[src/rtl/mem_arbiter.sv]
// Shares one RAM port between instruction fetch and data access.
// Data has priority; a starvation counter forces a fetch through.
module mem_arbiter #(
  parameter int STARVE_LIMIT = 4
) (
  input  logic        CLK,
  input  logic        nRST,
  input  logic        iREN,
  input  logic [31:0] iaddr,
  input  logic        dREN,
  input  logic        dWEN,
  input  logic [31:0] daddr,
  input  logic [31:0] dstore,
  input  logic [31:0] ramload,
  input  logic        ram_ready,
  output logic        ramREN,
  output logic        ramWEN,
  output logic [31:0] ramaddr,
  output logic [31:0] ramstore,
  output logic        ihit,
  output logic        dhit,
  output logic [31:0] iload,
  output logic [31:0] dload
);

  localparam int CW = $clog2(STARVE_LIMIT + 1);
  localparam logic [CW-1:0] LIM = CW'(STARVE_LIMIT);

  typedef enum logic [1:0] {
    IDLE,
    IACC,
    DACC
  } state_t;

  state_t        state;
  logic [CW-1:0] scnt;
  logic          dreq;

  assign dreq = dREN | dWEN;

  always_ff @(posedge CLK or negedge nRST) begin
    if (!nRST) begin
      state <= IDLE;
      scnt  <= '0;
    end else begin
      case (state)
        IDLE: begin
          if (iREN && scnt == LIM) state <= IACC;
          else if (dreq)           state <= DACC;
          else if (iREN)           state <= IACC;
        end
        IACC: begin
          if (ram_ready) begin
            state <= IDLE;
            scnt  <= '0;
          end
        end
        DACC: begin
          if (ram_ready) begin
            state <= IDLE;
            if (!iREN)
              scnt <= '0;
            else if (scnt != LIM)
              scnt <= scnt + CW'(1);
          end
        end
        default: state <= IDLE;
      endcase
    end
  end

  // Outputs decode from the async-reset state, so reset drops them at once.
  always_comb begin
    ramREN   = 1'b0;
    ramWEN   = 1'b0;
    ramaddr  = '0;
    ramstore = '0;
    ihit     = 1'b0;
    dhit     = 1'b0;
    iload    = '0;
    dload    = '0;
    case (state)
      IACC: begin
        ramREN  = 1'b1;
        ramaddr = iaddr;
        ihit    = ram_ready;
        if (ram_ready) iload = ramload;
      end
      DACC: begin
        ramWEN   = dWEN;
        ramREN   = dREN & ~dWEN;
        ramaddr  = daddr;
        ramstore = dstore;
        dhit     = ram_ready;
        if (ram_ready && dREN && !dWEN) dload = ramload;
      end
      default: ;
    endcase
  end

endmodule

[config.mk]
export PLATFORM = sky130hd
export DESIGN_NAME = mem_arbiter
export DESIGN_NICKNAME = d
export VERILOG_FILES = /design/src/rtl/mem_arbiter.sv
export SDC_FILE = /design/constraint.sdc
export NUM_CORES = 1
export LEC_CHECK = 0
export CAP_MARGIN = 10
export CELL_PAD_IN_SITES_DETAIL_PLACEMENT = 0
export CELL_PAD_IN_SITES_GLOBAL_PLACEMENT = 1
export CORE_MARGIN = 2
export CORE_UTILIZATION = 12
export DETAILED_ROUTE_END_ITERATION = 16
export PLACE_DENSITY_LB_ADDON = 0.1
export SYNTH_ARGS = -nofsm -noshare
export SYNTH_HDL_FRONTEND = slang
export SYNTH_SLANG_ARGS = --single-unit
[constraint.sdc]
create_clock -name CLK -period 1.8 [get_ports CLK]
set_input_delay 0.18 -clock CLK [delete_from_list [all_inputs] [get_ports CLK]]
set_output_delay 0.18 -clock CLK [all_outputs]
set_load 0.005 [all_outputs]
=== Yosys cells after proc, flatten, opt, wreduce, memory -nomap -nowiden ===
Index checks and enable logic that the tools add are counted.

* Register bits: 5
* Input port bits: 134
* Output and inout port bits: 132
* Word-level logic and storage cells: 44

* Add/sub/neg operators: 1
* Equal/unequal tests: 9
* Multiplexer cells: 20
* Bitwise operators: 3
* Reduce and logical (&&, ||, !) cells: 9

{| class="wikitable"
|+ Operators by type and width
! cell !! count
|-
| 32-bit two-way mux || 5
|-
| 32-bit one-hot mux with 2 select lines || 1
|-
| 3-bit two-way mux || 4
|-
| 2-bit two-way mux || 4
|-
| 3-bit != test, second input constant || 2
|-
| 3-bit one-hot mux with 2 select lines || 1
|-
| 2-bit != test, second input constant || 2
|-
| 4-bit != test, second input constant || 1
|-
| 2-bit one-hot mux with 2 select lines || 1
|-
| 4-bit AND reduction || 1
|-
| 3-bit by 1-bit adder with 3-bit output, second input constant || 1
|-
| 3-bit == test, second input constant || 1
|-
| 1-bit logical AND || 3
|-
| 1-bit two-way mux || 3
|-
| 2-bit by 1-bit == test with 1-bit output, second input constant || 1
|-
| 2-bit == test, second input constant || 1
|-
| 2-bit logical NOT || 1
|-
| 2-bit by 1-bit != test with 1-bit output, second input constant || 1
|-
| 1-bit one-hot mux with 2 select lines || 1
|-
| 2-bit AND reduction || 1
|-
| 2-bit nonzero test || 1
|-
| 2-bit OR reduction || 1
|-
| 1-bit AND || 1
|-
| 1-bit logical NOT || 1
|-
| 2 further kinds || 2
|}

=== Longest topological paths before layout ===
* Depth in word-level cells: 5
* Depth in mapped cells: 7
* Mapped depth without buffers: 5

=== Worst setup path before layout ===
OpenSTA, ideal clock, no wires.

* Path type: flip-flop to output port
* From: register state[0]
* To: output dload[10]
* Data arrival time: 1313 ps
* Required time: 1620 ps
* Setup slack: 307 ps
* Cell stages (with the launch flop): 8
* Path buffers: 2
* Cells stage by stage: dfrtp_1 -> inv_1 -> ha_1 -> buf_4 -> and2_4 -> and3_4 -> buf_6 -> and2_1

* Word-level cells in the longest chain between the ends: 2

{| class="wikitable"
|+ RTL lines
! element !! line !! RTL
|-
| from (decl) || 35 || <nowiki>state_t state;</nowiki>
|-
| from (signal assigned) || 43 || <nowiki>state <= IDLE;</nowiki>
|-
| from (signal assigned) || 48 || <nowiki>if (iREN && scnt == LIM) state <= IACC;</nowiki>
|-
| from (signal assigned) || 49 || <nowiki>else if (dreq) state <= DACC;</nowiki>
|-
| 2-bit == test || 82 || <nowiki>case (state)</nowiki>
|-
| 32-bit two-way mux || 82 ||
|-
| to (decl) || 23 || <nowiki>output logic [31:0] dload</nowiki>
|}

Every way passes these cells.

=== Final worst setup path ===
* From: register state[0]
* To: output dload[8]

The elaborated chain is that of the path after synthesis.

==> out/metrics.cfg <==
[cells_and_area]
final_core_util_pct = 41.3
diodes = 0
nNetsFinal = 681
stdcell_area_um2 = 5240
syn2layout_area_growth_pct = 235
drive_gt1_share_pct = 47.7

[synthesis]
synthCells = 229
yosys.area.top_type_share_pct = 26.4
syn_area_um2 = 1560
ys_warn_count = 0
ys_ff_latch = 5
synth_seq_area_share_pct = 8.01
synth_common_cells = and2_1 (66), nor2b_1 (34), and3_1 (33)
synth-edff-count = 0
async_reset_ff_share_pct = 100
synth_area_leaders = and2_1 (26%), a22oi_1 (15%), nor2b_1 (14%)
post_synth.cell_area_avg_um2 = 6.82
synth_area_leader_cell = and2_1
yosysMostFrequentCell = and2_1
yosys.cell_types.count = 30
syn_nets = 368
synth_top_flop_cell = dfrtp_1

[detailed_routing]
routed_wl_um = 12700
firstDrtPassIters = 4
wl_per_cell_um = 17.9
vias = 2921
via_per_inst = 4.10
drt-initial-drc-count = 102
antenna_left = 0
drc = 0

[clock_tree]
htree_levels = 1
cts_root_buffer = clkbuf_16
clock-sinks = 5
cts_buffers = 3
hold_buffers = 0
cts.clk_slew.worst_paths_ns = 0.03
clkLatencyLatePin_ns = 0.23
cts.path.max_buffers = 2
cts_tree = done

[worst_setup_path]
cp.required_ns = 1.62
r2r_start = state[1]
ff2ff_path_depth = 8
worstReg2RegEnd = scnt[0]
setup.worst_path.end_class = output port
rrSetupSlack_ns = 0.08
arrival_ns = 1.71
critPathKind = reg2out
cp_max_fo = 5
startpoint_type = register

[grt]
grt_pass1_wl_um = 18600
gr-total-overflow = 0
grt_max_degree = 38
grt_pass1_vias = 2869
grtUsageTotal_pct = 17.1
grt_antenna_before_repair = 0

[timing]
setup_viol = 53
max_freq_mhz = 529
worst_slack_ns = -0.0916
tns_ns = -1.51
relSlewSlack_pct = 76.7
period_needed_ns = 1.89
rsz0062_at_grt = yes
skew_ns = 0.00139
period_share_pct = 105
worstMarginPinSlew_ns = 0.349
slew_violations = 0
finalHoldViolations = 0

[floorplanning]
coreArea_um2 = 12700
die_area_um2 = 13900
die_h_um = 118
start_util_pct = 12.3
die-width_um = 118
rows = 41
ioPinCount = 266

[power_and_ir_drop]
leakage_nw = 2.45
worst_ir_drop_vdd_mv = 0.573
power_mw = 5.29
power_density_nw_per_um2 = 1010

[placement]
portBuffers = 265
place.gp.congestion = 0.820
place_area_um2 = 4490
post-place-ws_ns = -0.279
hpwl_um = 8750

[job]
maxCapViolations = 0

[min_path]
hold_class = in2async

[run_status]
status = finished with violations
violations = setup timing

[report_power, final]
| part | internal (mW) | total [mW] | switching (mW) |
|---|---|---|---|
| Sequential | 0.158 | 0.202 | 0.0444 |
| Combinational | 2.86 | 4.71 | 1.85 |
| Clock | 0.294 | 0.378 | 0.0831 |
| Total | 3.31 | 5.29 | 1.98 |
[placed cells by master, fill, tap and decap left out, drive strengths merged, types with 3 or more instances in the layout]
cell,n
ha,5
a22oi,32
and3,37
dlygate4sd2,7
a21oi,3
nor2b,34
dfrtp,5
clkdlybuf4s50,136
clkdlybuf4s15,14
buf,143
clkbuf,34
nand2,3
and2,67
inv,7
[routing by layer]
layer | track usage [%] | wire length, µm | up-vias
met5 | 0 | 0 | -
met4 | 2.71 | 138 | 0
met3 | 3.44 | 693 | 11
met2 | 32.2 | 6790 | 138
met1 | 20.1 | 5110 | 1361
li1 | - | - | 1411
[flip-flops by register name (all words and copies together) (netlist names)]
register	count
state	2
scnt	3
[kinds of logic after synthesis]
logic type	count (synthesis)	synth area share, %
compound gates	41	19.2
flops	5	8.01
fa+ha+maj	5	4.01
simple gates	143	56.9
buf+inv	32	9.86
mux	3	2.08
[worst max-delay path, stage by stage, from the launching register on]
cell and delay (ns):
dfrtp_1 0.39, inv_2 0.09, ha_4 0.16, and2_4 0.19
and3_4 0.23, buf_6 0.11, buf_6 0.09, and2_4 0.12
buf_6 0.08
[worst max path at each step]
stage / from / to / slack [ns]
floorplan: state[0] / dload[10] / 0.31
global placement: ram_ready / dload[31] / -0.26
detailed placement: ram_ready / dload[31] / -0.28
CTS: state[0] / ramaddr[25] / -0.17
global route: state[0] / dload[5] / -0.15
finish: state[0] / dload[8] / -0.09
[metrics by stage]
| stage | std cells | hold slack, ns |
|---|---|---|
| 2_1_floorplan | 229 | -0.116 |
| 3_3_place_gp | 661 | 0.435 |
| 3_5_place_dp | 661 | 0.432 |
| 4_1_cts | 703 | 0.189 |
| 5_1_grt | 713 | 0.206 |
| 6_report | 713 | 0.183 |
[repair_timing]
action / in CTS / in global routing
gates resized for setup: 439 / 162
setup endpoints to repair: 131 / 98
pin swaps: 15 / 29
buffers inserted: 31 / 12
cloned: 9 / 2
[final cells by class]
type	count	area, µm²
multi-input cells	195	1640
clock buffers	4	78.8
well taps	172	215
fillers	1326	7430
repair buffers	330	3150
flip-flops and latches	5	125
inverters	7	26.3
(Power assumes the default switching activity.)
